File: config.mk
export PLATFORM = sky130hd
export DESIGN_NAME = csr_trap_ctrl
export DESIGN_NICKNAME = d
export VERILOG_FILES = /design/src/rtl/csr_trap_ctrl_pkg.sv /design/src/rtl/csr_trap_ctrl.sv
export SDC_FILE = /design/constraint.sdc
export NUM_CORES = 1
export LEC_CHECK = 0
export ABC_CLOCK_PERIOD_IN_PS = 2900
export BUFFER_PORTS_ARGS = -buffer_cell sky130_fd_sc_hd__buf_4
export CAP_MARGIN = 20
export CORE_AREA = 2 2 116 118
export CTS_BUF_LIST = sky130_fd_sc_hd__clkbuf_8 sky130_fd_sc_hd__clkbuf_16
export DETAILED_ROUTE_END_ITERATION = 8
export DIE_AREA = 0 0 118 120
export PLACE_DENSITY = 0.66
export SETUP_SLACK_MARGIN = 0.3
export SYNTH_ARGS = -nofsm -noshare
export SYNTH_HDL_FRONTEND = slang
export SYNTH_SLANG_ARGS = --single-unit
File: constraint.sdc
create_clock -name clk -period 2.9 [get_ports clk]
set_clock_uncertainty 0.1 [all_clocks]
set_input_delay 0.87 -clock clk [delete_from_list [all_inputs] [get_ports clk]]
set_output_delay 0.87 -clock clk [all_outputs]
set_load 0.02 [all_outputs]
File: src/rtl/csr_trap_ctrl_pkg.sv
// ---------------------------------------------------------------------------
// csr_trap_ctrl_pkg
// Shared definitions for the machine-mode trap sequencer:
//   - CSR addresses (mstatus, mie, mtvec, mepc, mcause)
//   - SYSTEM instruction encodings (ecall, ebreak, mret)
//   - mstatus / mie bit indices
//   - default mcause codes
//   - trap event classification type
// ---------------------------------------------------------------------------
`timescale 1ns/1ps

package csr_trap_ctrl_pkg;

   typedef logic [11:0] csr_addr_t;

   // CSR addresses
   localparam csr_addr_t CSR_MSTATUS = 12'h300;
   localparam csr_addr_t CSR_MIE     = 12'h304;
   localparam csr_addr_t CSR_MTVEC   = 12'h305;
   localparam csr_addr_t CSR_MEPC    = 12'h341;
   localparam csr_addr_t CSR_MCAUSE  = 12'h342;

   // Instruction encodings
   localparam logic [31:0] INST_ECALL  = 32'h0000_0073;
   localparam logic [31:0] INST_EBREAK = 32'h0010_0073;
   localparam logic [31:0] INST_MRET   = 32'h3020_0073;

   // mstatus bit positions
   localparam int MSTATUS_MIE    = 3;
   localparam int MSTATUS_MPIE   = 7;
   localparam int MSTATUS_MPP_LO = 11;
   localparam int MSTATUS_MPP_HI = 12;

   // mie bit positions
   localparam int MIE_MTIE = 7;
   localparam int MIE_MEIE = 11;

   // Default mcause codes
   localparam logic [31:0] CAUSE_ECALL_DEF  = 32'd11;
   localparam logic [31:0] CAUSE_EBREAK_DEF = 32'd3;
   localparam logic [31:0] CAUSE_TIMER_DEF  = 32'h8000_0007;
   localparam logic [31:0] CAUSE_EXT_DEF    = 32'h8000_000B;

   // What the instruction/interrupt inputs request while idle
   typedef enum logic [1:0] {
      EVT_NONE = 2'd0,
      EVT_EXC  = 2'd1,
      EVT_MRET = 2'd2,
      EVT_IRQ  = 2'd3
   } trap_evt_e;

endpackage

File: src/rtl/csr_trap_ctrl.sv
// ---------------------------------------------------------------------------
// csr_trap_ctrl
// Machine-mode trap sequencer. On ecall/ebreak or an enabled interrupt it
// stalls the pipeline, writes mepc, mcause and mstatus through the CSR file's
// single write port (one per cycle) and redirects fetch to mtvec. On mret it
// restores mstatus and redirects fetch to mepc.
//
// Ports:
//   clk, rstn         clock, asynchronous active-low reset
//   inst_i            instruction in ex
//   inst_addr_i       PC of the instruction in ex
//   inst_valid_i      ex holds a real instruction
//   irq_timer_i       timer interrupt level
//   irq_ext_i         external interrupt level
//   mtvec_i, mepc_i, mstatus_i, mie_i   current CSR values
//   stall_o           hold PC/if/id/ex
//   jump_o            redirect fetch this cycle
//   jump_addr_o       redirect target
//   csr_wen_o         CSR write enable (wins over ex's write port)
//   csr_waddr_o       CSR write address, zero-extended 12-bit address
//   csr_wdata_o       CSR write data
//
// Build option:
//   CSR_TRAP_VECTOR_EN  when defined, interrupts with mtvec mode 2'b01 jump to
//                       base + 4*cause[4:0]; otherwise the base is always used.
// ---------------------------------------------------------------------------
`timescale 1ns/1ps

module csr_trap_ctrl
   import csr_trap_ctrl_pkg::*;
#(
   parameter int              XLEN          = 32,
   parameter logic [XLEN-1:0] MCAUSE_ECALL  = XLEN'(CAUSE_ECALL_DEF),
   parameter logic [XLEN-1:0] MCAUSE_EBREAK = XLEN'(CAUSE_EBREAK_DEF),
   parameter logic [XLEN-1:0] MCAUSE_TIMER  = XLEN'(CAUSE_TIMER_DEF),
   parameter logic [XLEN-1:0] MCAUSE_EXT    = XLEN'(CAUSE_EXT_DEF)
) (
   input  logic            clk,
   input  logic            rstn,
   input  logic [31:0]     inst_i,
   input  logic [XLEN-1:0] inst_addr_i,
   input  logic            inst_valid_i,
   input  logic            irq_timer_i,
   input  logic            irq_ext_i,
   input  logic [XLEN-1:0] mtvec_i,
   input  logic [XLEN-1:0] mepc_i,
   input  logic [XLEN-1:0] mstatus_i,
   input  logic [XLEN-1:0] mie_i,
   output logic            stall_o,
   output logic            jump_o,
   output logic [XLEN-1:0] jump_addr_o,
   output logic            csr_wen_o,
   output logic [XLEN-1:0] csr_waddr_o,
   output logic [XLEN-1:0] csr_wdata_o
);

   localparam logic [2:0] S_IDLE      = 3'd0;
   localparam logic [2:0] S_W_MEPC    = 3'd1;
   localparam logic [2:0] S_W_MCAUSE  = 3'd2;
   localparam logic [2:0] S_W_MSTATUS = 3'd3;
   localparam logic [2:0] S_R_MSTATUS = 3'd4;
   localparam logic [2:0] S_JUMP      = 3'd5;

   logic [2:0]      state_r;
   logic [2:0]      state_nxt_s;
   logic [XLEN-1:0] epc_r;
   logic [XLEN-1:0] cause_r;
   logic [XLEN-1:0] target_r;

   logic            is_ecall_s;
   logic            is_ebreak_s;
   logic            is_mret_s;
   logic            irq_ext_s;
   logic            irq_tmr_s;
   logic            int_en_s;
   trap_evt_e       evt_s;
   logic [XLEN-1:0] irq_cause_s;
   logic [XLEN-1:0] trap_base_s;
   logic [XLEN-1:0] trap_target_s;

   logic            stall_s;
   logic            jump_s;
   logic [XLEN-1:0] jump_addr_s;
   logic            wen_s;
   logic [XLEN-1:0] waddr_s;
   logic [XLEN-1:0] wdata_s;
   logic            unused_ok_s;

   // mstatus on trap entry: MPIE <= MIE, MIE <= 0, MPP <= M-mode
   function automatic logic [XLEN-1:0] mstatus_on_trap(input logic [XLEN-1:0] cur);
      logic [XLEN-1:0] upd;
      upd                                = cur;
      upd[MSTATUS_MPIE]                  = cur[MSTATUS_MIE];
      upd[MSTATUS_MIE]                   = 1'b0;
      upd[MSTATUS_MPP_HI:MSTATUS_MPP_LO] = 2'b11;
      return upd;
   endfunction

   // mstatus on mret: MIE <= MPIE, MPIE <= 1 (MPP is left untouched)
   function automatic logic [XLEN-1:0] mstatus_on_mret(input logic [XLEN-1:0] cur);
      logic [XLEN-1:0] upd;
      upd               = cur;
      upd[MSTATUS_MIE]  = cur[MSTATUS_MPIE];
      upd[MSTATUS_MPIE] = 1'b1;
      return upd;
   endfunction

   // Zero-extend a 12-bit CSR address to the write-port width
   function automatic logic [XLEN-1:0] csr_addr_ext(input csr_addr_t a);
      return {{(XLEN-12){1'b0}}, a};
   endfunction

   // Bits of the CSR inputs this block does not look at
   assign unused_ok_s = ^{mie_i, mtvec_i[1:0], CSR_MIE, CSR_MTVEC};

   // Decode the ex instruction and classify the pending event by priority
   always_comb begin
      is_ecall_s  = inst_valid_i & (inst_i == INST_ECALL);
      is_ebreak_s = inst_valid_i & (inst_i == INST_EBREAK);
      is_mret_s   = inst_valid_i & (inst_i == INST_MRET);
      irq_ext_s   = irq_ext_i & mie_i[MIE_MEIE];
      irq_tmr_s   = irq_timer_i & mie_i[MIE_MTIE];
      int_en_s    = mstatus_i[MSTATUS_MIE] & (irq_ext_s | irq_tmr_s);

      // Interrupts are only taken against a real instruction so that epc
      // points at something that will be re-executed after return.
      if (is_ecall_s | is_ebreak_s) begin
         evt_s = EVT_EXC;
      end else if (is_mret_s) begin
         evt_s = EVT_MRET;
      end else if (int_en_s & inst_valid_i) begin
         evt_s = EVT_IRQ;
      end else begin
         evt_s = EVT_NONE;
      end

      if (irq_ext_s) begin
         irq_cause_s = MCAUSE_EXT;
      end else begin
         irq_cause_s = MCAUSE_TIMER;
      end
   end

   // Trap vector target from mtvec and the latched cause
   always_comb begin
      trap_base_s = {mtvec_i[XLEN-1:2], 2'b00};
`ifdef CSR_TRAP_VECTOR_EN
      if (cause_r[XLEN-1] && (mtvec_i[1:0] == 2'b01)) begin
         trap_target_s = trap_base_s + {{(XLEN-7){1'b0}}, cause_r[4:0], 2'b00};
      end else begin
         trap_target_s = trap_base_s;
      end
`else
      trap_target_s = trap_base_s;
`endif
   end

   // Next-state logic of the trap sequencer
   always_comb begin
      state_nxt_s = state_r;
      case (state_r)
         S_IDLE: begin
            case (evt_s)
               EVT_EXC:  state_nxt_s = S_W_MEPC;
               EVT_IRQ:  state_nxt_s = S_W_MEPC;
               EVT_MRET: state_nxt_s = S_R_MSTATUS;
               default:  state_nxt_s = S_IDLE;
            endcase
         end
         S_W_MEPC:    state_nxt_s = S_W_MCAUSE;
         S_W_MCAUSE:  state_nxt_s = S_W_MSTATUS;
         S_W_MSTATUS: state_nxt_s = S_JUMP;
         S_R_MSTATUS: state_nxt_s = S_JUMP;
         S_JUMP:      state_nxt_s = S_IDLE;
         default:     state_nxt_s = S_IDLE;
      endcase
   end

   // State, latched epc/cause and redirect target
   always_ff @(posedge clk or negedge rstn) begin
      if (!rstn) begin
         state_r  <= S_IDLE;
         epc_r    <= {XLEN{1'b0}};
         cause_r  <= {XLEN{1'b0}};
         target_r <= {XLEN{1'b0}};
      end else begin
         state_r <= state_nxt_s;
         case (state_r)
            S_IDLE: begin
               if (evt_s == EVT_EXC) begin
                  epc_r   <= inst_addr_i;
                  cause_r <= is_ecall_s ? MCAUSE_ECALL : MCAUSE_EBREAK;
               end else if (evt_s == EVT_IRQ) begin
                  epc_r   <= inst_addr_i;
                  cause_r <= irq_cause_s;
               end
            end
            S_W_MSTATUS: target_r <= trap_target_s;
            S_R_MSTATUS: target_r <= mepc_i;
            default: begin
               target_r <= target_r;
            end
         endcase
      end
   end

   // Output decode; idle stall is raised combinationally on detection
   always_comb begin
      stall_s     = 1'b0;
      jump_s      = 1'b0;
      jump_addr_s = {XLEN{1'b0}};
      wen_s       = 1'b0;
      waddr_s     = {XLEN{1'b0}};
      wdata_s     = {XLEN{1'b0}};
      case (state_r)
         S_IDLE: begin
            // Gated with rstn so all outputs read 0 while reset is held
            if (rstn && (evt_s != EVT_NONE)) begin
               stall_s = 1'b1;
            end else begin
               stall_s = 1'b0;
            end
         end
         S_W_MEPC: begin
            stall_s = 1'b1;
            wen_s   = 1'b1;
            waddr_s = csr_addr_ext(CSR_MEPC);
            wdata_s = epc_r;
         end
         S_W_MCAUSE: begin
            stall_s = 1'b1;
            wen_s   = 1'b1;
            waddr_s = csr_addr_ext(CSR_MCAUSE);
            wdata_s = cause_r;
         end
         S_W_MSTATUS: begin
            stall_s = 1'b1;
            wen_s   = 1'b1;
            waddr_s = csr_addr_ext(CSR_MSTATUS);
            wdata_s = mstatus_on_trap(mstatus_i);
         end
         S_R_MSTATUS: begin
            stall_s = 1'b1;
            wen_s   = 1'b1;
            waddr_s = csr_addr_ext(CSR_MSTATUS);
            wdata_s = mstatus_on_mret(mstatus_i);
         end
         S_JUMP: begin
            stall_s     = 1'b1;
            jump_s      = 1'b1;
            jump_addr_s = target_r;
         end
         default: begin
            stall_s = 1'b0;
         end
      endcase
   end

   assign stall_o     = stall_s;
   assign jump_o      = jump_s;
   assign jump_addr_o = jump_addr_s;
   assign csr_wen_o   = wen_s;
   assign csr_waddr_o = waddr_s;
   assign csr_wdata_o = wdata_s;

endmodule

==> flow_summary.ini <==
[outcome]
status = complete, but fails checks
violations = negative setup slack

[power_and_ir_drop]
p_per_area_nw_per_um2 = 1009
p_switching_mw = 2.987
p_leak_nw = 3.838
p_int_mw = 4.886
clockPowerShare_pct = 14.9
ir_drop_v = 0.0005941
p_total_mw = 7.873
power_frac_comb_pct = 62.9
sw_frac_of_total_pct = 37.94
p_seq_share_pct = 22.3

[min_path]
hp-class = reg2reg

[yosys]
synth-edff-count = 0
synth_top_area_cell = dfrtp_1
synth.most_common_cell = dfrtp_1
synth_top_cell_area_share_pct = 42.19
ys_top_cells_by_count = 71 x dfrtp_1, 51 x nand2_1, 37 x o21ai_0
synth_warnings = 0
yosys_most_used_dff = dfrtp_1
ys_seq_area_share_pct = 42.19
synth_seq_cells = 71
ys_types = 43
synthCells = 392
netlist_area_um2 = 4212
synth-async-reset-ratio_pct = 100.0
synth.avg_cell_area_um2 = 10.74
synth_area_leaders = dfrtp_1 42%, mux2_4 10%, mux2i_1 7.4%

[die]
fp.dieW_um = 118
die_y_um = 120
rows = 42
core-area_um2 = 12980
fp.dieArea_um2 = 14160
pin_count = 296
start_util_pct = 32.45

[placement]
portBuffers = 236
postPlaceCellArea_um2 = 6127
gp_congestion = 0.8603
dp_hpwl_mm = 9.183

[detailed_routing]
num_vias = 4181
drc = 0
dr.pass1.iters = 6
wl_per_cell_um = 18.48
drtIter0Drc = 101
drt_wl_total_mm = 15.91
final_antenna_net_count = 0
viasPerCell = 4.856

[global_route]
grt_max_degree = 72
grt_use_met2_pct = 38.23
grt_usage_pct = 21.13
antenna_found_initial = 0
grt.met1_usage_pct = 23.84
grt_overflow = 0
grt_pass1_vias = 4217
grt_use_met3_pct = 6.179
grt-busiest-layer = met2
grt_pass1_wl_mm = 23.22

[final_layout]
final_area_um2 = 7802
syn_to_final_growth_pct = 85.26
antennaDiodeCount = 0
fillers = 1037
final_core_util_pct = 60.11
drive_gt1_share_pct = 59.56
nets = 878

[clock_network]
cts_tree = built
root_buffer = clkbuf_16
ctsHoldBuffers = 0
clk_latency_ns = 0.32
cts-htree-levels = 3
tritoncts.num_buffers = 9
clk_pin_slew_worst_paths_ns = 0.06
cts_buffer_depth = 2
cts_num_sinks = 71

[critical_path]
cpMaxStageDelayCell = nor4_4
path_cells = buf_6 -> nor4_4 -> nand4b_4 -> nor3_4 -> o31ai_2 -> a22oi_2 -> buf_6
cp-end-kind = output port
critPathKind = in2out
start_kind = primary input
cpLargestDelayFamily = simple AND/OR/NAND/NOR gates
cp.required_ns = 1.93
crit_top_cell = buf_6
path_buf_inv = 2
path_max_fanout = 3
slowest_delay_ns = 0.33
worstPathArrival_ns = 2.11

[timing]
max-slew-margin-rel_pct = 38.51
fin_ws_ns = -0.1773
fmax_mhz = 325.0
hold_viol_final = 0
min_period_ns = 3.077
tightest_slew_ns = 0.9223
finalSetupViolCount = 36
rsz0062_at_grt = yes
maxSlewViolCount = 0
period_share_pct = 106.1

[job]
max-cap-violations = 0
[layer usage]
metal  vias up  routed length (um)
met5         -                   0
met4         0                 347
met3        27                1215
met2       229                8343
met1      1994                6006
li1       1931                   -
[cells in the final DEF (no fill, tap or decap), types with 3 or more instances in the layout]
cell type  instances
nor4_4             3
buf_12             9
buf_6             98
conb_1            27
mux2i_1           31
and3_4            10
a22o_1            26
mux2_2             7
o21ai_1            3
clkbuf_16         15
and3_1            22
buf_4            185
nor3_4             3
a22oi_1            3
mux2_4            29
dfrtp_1           70
o21ai_0           35
buf_16             6
nand2_1           47
a22oi_2            3
a21o_4             4
nor2b_4            4
[flip-flops by register name, summed over array words and instances, names as in the netlist]
register  flops
epc_r        32
state_r       3
cause_r       4
target_r     32
[worst min-delay path, delay by kind of cell, from the launching register on]
family | cells | cell delay, ns
simple gates | 1 | 0.04
flops | 1 | 0.34
compound gates | 1 | 0.06
[timing repair]
action | in CTS | in global routing
endpoints found under the setup margin | 72 | 107
gates cloned | 11 | 7
setup buffers | 29 | 12
pin swaps | 10 | 37
resized for setup | 121 | 36
[final timing paths]
path                                                from                  endpoint  slack [ns]  depth (start not counted)
worst max-delay path                           inst_i[8]                   stall_o       -0.18                          7
worst min-delay path            target_r[15]$_DFFE_PN0P_  target_r[15]$_DFFE_PN0P_        0.37                          2
worst max register to register      state_r[0]$_DFF_PN0_     epc_r[20]$_DFFE_PN0P_        0.56                         11
worst min register to register  target_r[15]$_DFFE_PN0P_  target_r[15]$_DFFE_PN0P_        0.37                          2
max in group asynchronous                           rstn      state_r[1]$_DFF_PN0_        1.39                          2
min in group asynchronous                           rstn    cause_r[3]$_DFFE_PN0P_        0.69                          2
[logic make-up after synthesis]
kind of cell    share of synthesized area [%]
buf+inv                                 9.447
mux                                     19.49
other cells                           0.08904
compound gates                          13.34
flops                                   42.19
simple gates                            15.45
[final cells by class]
cell class	instances	area (um2)	share of cell area, %
sequential	71	1778	22.79
clock inverter	6	86.33	1.106
timing repair buffer	308	3083	39.51
clock buffer	9	225.2	2.886
multi-input combinational	291	2410	30.89
tap	176	220.2	2.822
[power groups by stage]
stage / sequential, mW / combinational [mW] / clock (mW)
after global routing: 1.81 / 5.23 / 1.24
after CTS: 1.73 / 4.49 / 1.20
after global placement: 1.72 / 3.31 / 0
after detailed placement: 1.75 / 3.36 / 0
after floorplan: 1.66 / 2.21 / 0
final: 1.75 / 4.95 / 1.17
[metrics by stage]
step           hold WS, ns  setup TNS [ns]  cells  setup slack [ns]
3_3_place_gp        0.3542         -0.2291    787           -0.2216
2_1_floorplan       0.3407         -0.1063    418           -0.1063
3_5_place_dp        0.3561         -0.4910    787           -0.2534
6_report            0.3742          -3.506    861           -0.1773
4_1_cts             0.3713          -2.265    842           -0.1948
5_1_grt             0.3927          -5.609    861           -0.2396
Power figures use the tool's default switching activity.
